[src/rtl/delaybuffer_pkg.sv]
// Shared helpers for circular-history delay blocks: pointer wrap and delay clamp.
// Plain int arithmetic so depths need not be powers of two.
package delaybuffer_pkg;

  function automatic int ptr_wrap_inc(input int ptr, input int depth);
    return (ptr == depth - 1) ? 0 : ptr + 1;
  endfunction

  // (ptr - offset) mod depth for 0 <= ptr < depth and 0 <= offset <= depth
  function automatic int ptr_wrap_sub(input int ptr, input int offset, input int depth);
    return (ptr >= offset) ? ptr - offset : ptr + depth - offset;
  endfunction

  function automatic int clamp_delay(input int req, input int max_delay);
    return (req > max_delay) ? max_delay : req;
  endfunction

endpackage

[src/rtl/delaybuffer_ram.sv]
// History store: synchronous write, asynchronous read, no reset.
module delaybuffer_ram #(
  parameter int width_p = 8,
  parameter int depth_p = 64,
  parameter int addr_w_p = 6
) (
  input  logic                clk_i,
  input  logic                we_i,
  input  logic [addr_w_p-1:0] waddr_i,
  input  logic [width_p-1:0]  wdata_i,
  input  logic [addr_w_p-1:0] raddr_i,
  output logic [width_p-1:0]  rdata_o
);

  logic [width_p-1:0] mem [depth_p];

  always_ff @(posedge clk_i) begin
    if (we_i) mem[waddr_i] <= wdata_i;
  end

  assign rdata_o = mem[raddr_i];

endmodule

[src/rtl/vardelay_buffer.sv]
// Variable-delay stream buffer: each accepted sample emits the sample accepted
// D accepts earlier, zero-filled until enough history exists.
module vardelay_buffer
  import delaybuffer_pkg::*;
#(
  parameter int width_p = 8,
  parameter int max_delay_p = 64
) (
  input  logic                               clk_i,
  input  logic                               reset_i,
  input  logic                               flush_i,
  input  logic                               load_i,
  input  logic [$clog2(max_delay_p+1)-1:0]   delay_i,
  input  logic                               valid_i,
  input  logic [width_p-1:0]                 data_i,
  output logic                               ready_o,
  output logic                               valid_o,
  output logic [width_p-1:0]                 data_o,
  input  logic                               ready_i,
  output logic [$clog2(max_delay_p+1)-1:0]   delay_o
);

  localparam int dw_lp = $clog2(max_delay_p + 1);
  localparam int pw_lp = (max_delay_p > 1) ? $clog2(max_delay_p) : 1;

  logic [pw_lp-1:0]   wr_ptr;
  logic [pw_lp-1:0]   rd_ptr;
  logic [dw_lp-1:0]   fill;
  logic [dw_lp-1:0]   delay_q;
  logic [width_p-1:0] rd_data;
  logic               accept;

  assign ready_o = ~flush_i & (~valid_o | ready_i);
  assign accept  = valid_i & ready_o;
  assign delay_o = delay_q;

  // With D == max_delay_p this lands on wr_ptr itself: the async read sees the
  // oldest sample before this cycle's write replaces it.
  assign rd_ptr = pw_lp'(ptr_wrap_sub(int'(wr_ptr), int'(delay_q), max_delay_p));

  delaybuffer_ram #(
    .width_p (width_p),
    .depth_p (max_delay_p),
    .addr_w_p(pw_lp)
  ) u_ram (
    .clk_i  (clk_i),
    .we_i   (accept),
    .waddr_i(wr_ptr),
    .wdata_i(data_i),
    .raddr_i(rd_ptr),
    .rdata_o(rd_data)
  );

  always_ff @(posedge clk_i or posedge reset_i) begin
    if (reset_i) begin
      valid_o <= 1'b0;
      data_o  <= '0;
      wr_ptr  <= '0;
      fill    <= '0;
      delay_q <= dw_lp'(max_delay_p);
    end else if (flush_i) begin
      valid_o <= 1'b0;
      data_o  <= '0;
      wr_ptr  <= '0;
      fill    <= '0;
    end else begin
      // An accept in the load cycle still uses the old delay_q.
      if (load_i) delay_q <= dw_lp'(clamp_delay(int'(delay_i), max_delay_p));
      if (accept) begin
        valid_o <= 1'b1;
        if (delay_q == '0)     data_o <= data_i;
        else if (fill < delay_q) data_o <= '0;
        else                   data_o <= rd_data;
        wr_ptr <= pw_lp'(ptr_wrap_inc(int'(wr_ptr), max_delay_p));
        if (int'(fill) != max_delay_p) fill <= fill + dw_lp'(1);
      end else if (ready_i) begin
        valid_o <= 1'b0;
      end
    end
  end

endmodule
[config.mk]
export PLATFORM = sky130hd
export DESIGN_NAME = vardelay_buffer
export DESIGN_NICKNAME = d
export VERILOG_FILES = /design/src/rtl/delaybuffer_pkg.sv /design/src/rtl/delaybuffer_ram.sv /design/src/rtl/vardelay_buffer.sv
export SDC_FILE = /design/constraint.sdc
export NUM_CORES = 1
export LEC_CHECK = 0
export ABC_CLOCK_PERIOD_IN_PS = 4530
export BUFFER_PORTS_ARGS = -buffer_cell sky130_fd_sc_hd__buf_2
export CAP_MARGIN = 0
export CORE_UTILIZATION = 35
export CTS_CLUSTER_DIAMETER = 100
export DETAILED_ROUTE_END_ITERATION = 10
export HOLD_SLACK_MARGIN = 0.12
export SYNTH_ARGS = -nofsm -noshare
export SYNTH_HDL_FRONTEND = slang
export SYNTH_HIERARCHICAL = 1
export SYNTH_SLANG_ARGS = --single-unit
[constraint.sdc]
create_clock -name clk_i -period 4.53 [get_ports clk_i]
set_clock_uncertainty 0.2 [all_clocks]
set_input_delay 0.453 -clock clk_i [delete_from_list [all_inputs] [get_ports clk_i]]
set_output_delay 0.453 -clock clk_i [all_outputs]
set_load 0.01 [all_outputs]
Yosys cells after proc, flatten, opt, wreduce, memory -nomap -nowiden
Memory sizes are Yosys's and may differ from the RTL's.
Index checks and enable logic that the tools add are counted.

word-level totals
  output and inout port bits = 17
  register bits after elaboration = 29
  memories = 1
  input port bits = 21
  logic and storage cells = 44
  RAM bits = 512

cells by class
  reduce and logical (&&, ||, !) cells = 6
  add/subtract/negate cells = 5
  equality and inequality tests = 2
  magnitude comparators = 3
  bitwise operators = 5
  muxes and demuxes = 17

memories
  name       words  bits a word  rd ports  clocked after memory_dff  wr ports  line                   source
  u_ram.mem  64     8            1         0                         1         delaybuffer_ram.sv:15  logic [width_p-1:0] mem [depth_p];

operators with widths
  cell                   number
  $mux W8                4
  $mux W7                4
  $mux W6                4
  $add A6 B1 Y6 const B  2
  $sub A6 B6 Y6          2
  $add A7 B1 Y7 const B  1
  $ge A6 B7 Y1           1
  $gt A7 B7 Y1 const B   1
  $logic_not A7 Y1       1
  $lt A7 B7 Y1           1
  $ne A7 B7 Y1 const B   1
  $eq A6 B1 Y1 const B   1
  $mux W1                5
  $reduce_and A2 Y1      2
  $reduce_bool A2 Y1     2
  $reduce_bool A3 Y1     1
  $and A1 B1 Y1          2
  $not A1 Y1             2
  $or A1 B1 Y1           1

Depth between registers and ports, before layout
An unclocked memory read counts as a cell.

  depth in word-level cells = 8
  gate-level depth with buffers = 15
  gate-level depth less buffers = 14

Hierarchy
The synthesis kept the hierarchy.

by module, submodules not included
  module           times used  seq. area each (um2)  cells each  area an instance (um2)
  delaybuffer_ram  1           15,374.7              932         20,006.7
  vardelay_buffer  1           726.9                 207         1,868.0

Least setup slack after synthesis
Ideal clock, no wire load.

  path kind = register to register
  start point = reg wr_ptr[0]
  end point = reg data_o[0]
  setup slack = 1.108 ns
  clock period less this slack = 3.422 ns
  buffers on the path = 3
  required time = 4.229 ns
  cell stages (with the launch flop) = 15
  arrival = 3.121 ns
  setup time = 0.101 ns
  cells stage by stage = dfrtp_1 > inv_1 > ha_1 > fa_1 > inv_1 > a21o_1 > a21oi_1 > xnor2_1 > clkbuf_1 > clkbuf_1 > clkbuf_1 > a221oi_1 > o2bb2ai_1 > inv_1 > o32ai_1

on the way
  cells in the longest elaborated chain, start to end = 8
  elaborated cells on any way between the ends = 10
  those cells by class = add/sub: 3; order compare: 1; mux: 5; memory: 1

ends and longest elaborated chain
  element                 line                   source
  start, declared         vardelay_buffer.sv:26  logic [pw_lp-1:0] wr_ptr;
  start signal, assigned  vardelay_buffer.sv:74  wr_ptr <= pw_lp'(ptr_wrap_inc(int'(wr_ptr), max_delay_p));
  $add A6 B1 Y6           delaybuffer_pkg.sv:11  return (ptr >= offset) ? ptr - offset : ptr + depth - offset;
  $sub A6 B6 Y6           delaybuffer_pkg.sv:11
  $mux W6 (*)             delaybuffer_pkg.sv:11
  via rd_ptr[4]           vardelay_buffer.sv:27  logic [pw_lp-1:0] rd_ptr;
  $mem_v2 Z64 W8 (*)      -
  via rd_data[0]          vardelay_buffer.sv:30  logic [width_p-1:0] rd_data;
  $mux W8 (*)             vardelay_buffer.sv:72  else if (fill < delay_q) data_o <= '0;
  $mux W8 (*)             vardelay_buffer.sv:71  if (delay_q == '0) data_o <= data_i;
  $mux W8 (*)             vardelay_buffer.sv:69  if (accept) begin
  $mux W8 (*)             vardelay_buffer.sv:61  end else if (flush_i) begin
  end signal, assigned    vardelay_buffer.sv:71
  end signal, assigned    vardelay_buffer.sv:73  else data_o <= rd_data;
  end, declared           vardelay_buffer.sv:18  output logic [width_p-1:0] data_o,

Mark *: on every way through the listed nets, which the timed path passes. The rest lies on a longest branch. The select of a mux whose other input is x is not followed.
A chain may end at the register's enable or synchronous reset.

Worst setup path after layout
  start point = reg delay_q[0], in the netlist delay_o[0]
  end point = reg data_o[5]

on the way
  cells in the longest elaborated chain, start to end = 7
  elaborated cells on any way between the ends = 11
  those cells by class = add/sub: 2; order compare: 2; mux: 5; reduce/logical: 1; memory: 1

ends and longest elaborated chain
  element                                        line                   source
  start, declared                                vardelay_buffer.sv:29  logic [dw_lp-1:0] delay_q;
  start signal, assigned                         vardelay_buffer.sv:60  delay_q <= dw_lp'(max_delay_p);
  start signal, assigned                         vardelay_buffer.sv:68  if (load_i) delay_q <= dw_lp'(clamp_delay(int'(delay_i), max_delay_p));
  $sub A6 B6 Y6 or $ge A6 B7 Y1 (tied branches)  delaybuffer_pkg.sv:11
  $mux W6 (*)                                    delaybuffer_pkg.sv:11
  via rd_ptr[0]                                  vardelay_buffer.sv:27
  $mem_v2 Z64 W8 (*)                             -
  via rd_data[5]                                 vardelay_buffer.sv:30
  $mux W8 (*)                                    vardelay_buffer.sv:72
  $mux W8 (*)                                    vardelay_buffer.sv:71
  $mux W8 (*)                                    vardelay_buffer.sv:69
  $mux W8 (*)                                    vardelay_buffer.sv:61

Marks and branches as above.

==> metrics.txt <==
sequential share of the synthesized area 0.7361; final hold violation count 0; cell-by-cell trace of the critical path ha_1 -> inv_8 -> buf_4 -> mux4_2 -> a2111oi_0 -> o41ai_1 -> inv_1 -> o32ai_1; path type of the worst min-delay path input pin to flip-flop; Worst Reg2Reg Path Length in Cells 8; first-pass GRT wire length 77.29 mm; worst-case setup slack after placement 632.1 ps; path type of the worst setup path flip-flop to flip-flop; top cells by area, synth edfxtp_1, mux4_2, dfrtp_1; Die Width 252 um; vertical die dimension 252 um; Clock Path Buffers 3; Reg clk slew, reported paths 60 ps; Remaining DRCs 0; share of Yosys cell area claimed by the top area cell type 0.7029; TritonCTS clock tree done; share of layout cells above drive strength 1 0.2735; largest area contributor in the netlist edfxtp_1; number of unique standard cell types used by synthesis 60; Worst Setup Slack, final 619.0 ps; setup slack, reg-to-reg 620 ps; time the worst path needs with I/O delays and setup 3911 ps; reg2reg end data_o[5]; setup_tns 0 ps; number of antenna violations at the first check in global routing 0; Critical Path Sink Type flip-flop; vias post-DR 11470; area overhead of the layout relative to synthesis 17.21%; proportion of synthesized flip-flops having asynchronous set or reset 0.05360; mean post-synth cell area 19.21 sq um; number of slew-limit violations in the final report 0; count of warnings emitted by yosys 6; largest voltage drop on the vdd net 0.2574 mV; # fillers 5450; HPWL after detailed placement 33.60 mm; sequential cell area 0.01610 sq mm; worst path required time 4790 ps; power density over the cells 480.3 mW/mm^2; peak fanout along the critical path 81; hold endpoint u_ram/mem[55][4]; critical path data arrival time 4170 ps; Most used DFF post-synth edfxtp_1; startpoint of the most critical register-to-register path delay_o[0]; total core area 0.06171 sq mm; number of placed I/O pins 38; RSZ-0062 raised after global routing no; depth of the CTS H-tree 2; number of nets with antenna violations after detailed routing 0; Max Freq 255.7 MHz; TritonRoute pass-1 iters 5; count of instances resized after the clock tree is built 0; slowest cell delay on critical path 750 ps; detailed-route vias per instance 5.300; violation count after the first detailed-routing iteration 1101; hold path startpoint data_i[4]; number of buffers created by CTS 53; hold path depth 1; synthesized area 0.02187 sq mm; full die area 0.06350 sq mm; actual transition at the worst max-transition pin 876.9 ps; initial standard-cell utilization of the core 0.3545; count of nets after finishing 1321; clk_lat worst skew 610 ps; clock tree root driver cell clkbuf_16; count of flip-flops with a built-in enable after synthesis 512; result of the run finished clean; number of global-route vias before repair 11440; global-route usage over all layers 0.1657; largest net degree at the start of global routing 82; wire length reported by the detailed router 52.03 mm; headroom to the max-slew limit 0.4154; leakage power figure 0.008347 uW; final weighted congestion in routability-driven placement 0.8700; Slowest cell on crit path a2111oi_0; count of mapped cells out of synthesis 1139; register bit total from synthesis 541; CTS sink cnt 541; number of max-cap violations 0; fraction of the cycle the final worst path needs 0.8633; number of buffers added on ports 37; final setup violation count 0; multi-input combinational cell area 0.005349 sq mm; routed length per placed instance 24.04 um; total gr overflow 0; number of standard-cell rows in the floorplan 91; Setup crit start kind flip-flop; Synthesized Nets 1175; antenna cell count 0
critical path: cells and delay by family (launching register included):
kind                       cells  cell delay, ps
adders and majority gates      1             380
buffers and inverters          3            1100
muxes                          1             540
DFF                            1             430
AOI/OAI and AO/OA              3            1010
sequential cells by signal (all words and copies together) (netlist names):
register   flops
u_ram/mem    512
data_o         8
delay_o        7
fill           7
wr_ptr         6
valid_o        1
layout make-up:
type / instances / share of cell area
multi-input combinational: 514 / 0.2086
inverter: 23 / 0.003758
sequential: 541 / 0.6280
clock buffer: 58 / 0.05246
timing repair buffer: 152 / 0.04421
tap: 837 / 0.04085
clock inverter: 39 / 0.02211
Yosys cell counts (12+ instances only):
cell type and instances:
edfxtp_1 512, mux4_2 126, nor2_1 94, nand2_1 35, dfrtp_1 28, nand3_1 26, mux2i_1 24, inv_1 23
clkbuf_1 22, nor2b_1 17, nand2b_1 16, buf_4 14, ha_1 14, buf_2 13, mux2_2 13, a21oi_1 12
o21ai_1 12
worst max path at each step:
| stage | slack [ps] | depth (start not counted) | to | startpoint |
|---|---|---|---|---|
| 4_1_cts | 610 | 8 | data_o[5] | delay_o[0] |
| 5_1_grt | 350 | 14 | data_o[2] | delay_o[1] |
| 2_1_floorplan | 1110 | 14 | data_o[0] | wr_ptr[0] |
| 3_5_place_dp | 630 | 8 | data_o[5] | delay_o[0] |
| 6_report | 620 | 8 | data_o[5] | delay_o[0] |
| 3_3_place_gp | 640 | 8 | data_o[5] | delay_o[0] |
where the power goes:
part / total [uW] / switching, uW / internal [uW]
combinational: 1970 / 1150 / 820
sequential: 5510 / 21.0 / 5490
clock: 4830 / 1890 / 2950
total: 12300 / 3050 / 9260
cells by family after synthesis:
family,count (synthesis),synth area share
flops,541,0.7361
simple gates,224,0.04805
mux,164,0.1479
compound gates,101,0.03461
buf+inv,84,0.02042
fa+ha+maj,15,0.008923
xor+xnor,10,0.004004
cell usage in the layout (no fill, tap or decap), types with 10 or more instances in the layout:
cell | synthesis | layout
nor2b_1 | 17 | 17
inv_1 | 23 | 21
buf_2 | 13 | 37
nand2_1 | 35 | 35
clkbuf_16 | 0 | 53
a21oi_1 | 12 | 12
o21ai_1 | 12 | 12
mux4_2 | 126 | 126
nand3_1 | 26 | 26
nor2_1 | 94 | 94
dfrtp_1 | 28 | 28
nand2b_1 | 16 | 16
edfxtp_1 | 512 | 512
bufinv_16 | 0 | 14
mux2i_1 | 24 | 24
buf_4 | 14 | 93
o32ai_1 | 10 | 10
dlygate4sd3_1 | 0 | 19
clkinv_1 | 0 | 14
mux2_2 | 13 | 13
ha_1 | 14 | 14
per-layer routing:
layer | share of wire | GRT usage | wire [um] | vias to the layer above
li1 | - | - | - | 4933
met1 | 0.44 | 0.2387 | 22940 | 6053
met2 | 0.47 | 0.2625 | 24670 | 410
met3 | 0.064 | 0.02837 | 3355 | 73
met4 | 0.021 | 0.03792 | 1071 | 0
met5 | 0 | 0 | 0 | -
repair_timing:
| item | CTS | global route |
|---|---|---|
| hold buffers | 19 | 0 |
| buffers inserted | 0 | 0 |
| endpoints found under the hold margin | 80 | 0 |
per-stage QoR:
| step | area (sq um) | total power (uW) | hold WS [ps] | util | cells |
|---|---|---|---|---|---|
| 6_report | 25640 | 12310 | 142.1 | 0.4155 | 2164 |
| 5_1_grt | 25640 | 12700 | 139.6 | 0.4155 | 2164 |
| 4_1_cts | 25640 | 12420 | 121.6 | 0.4155 | 2164 |
| 3_5_place_dp | 23540 | 7565 | 353.7 | 0.3814 | 2048 |
| 3_3_place_gp | 23540 | 7568 | 326.3 | 0.3814 | 2048 |
| 2_1_floorplan | 21870 | 6909 | 330.4 | - | 1139 |
(Power assumes the default switching activity.)
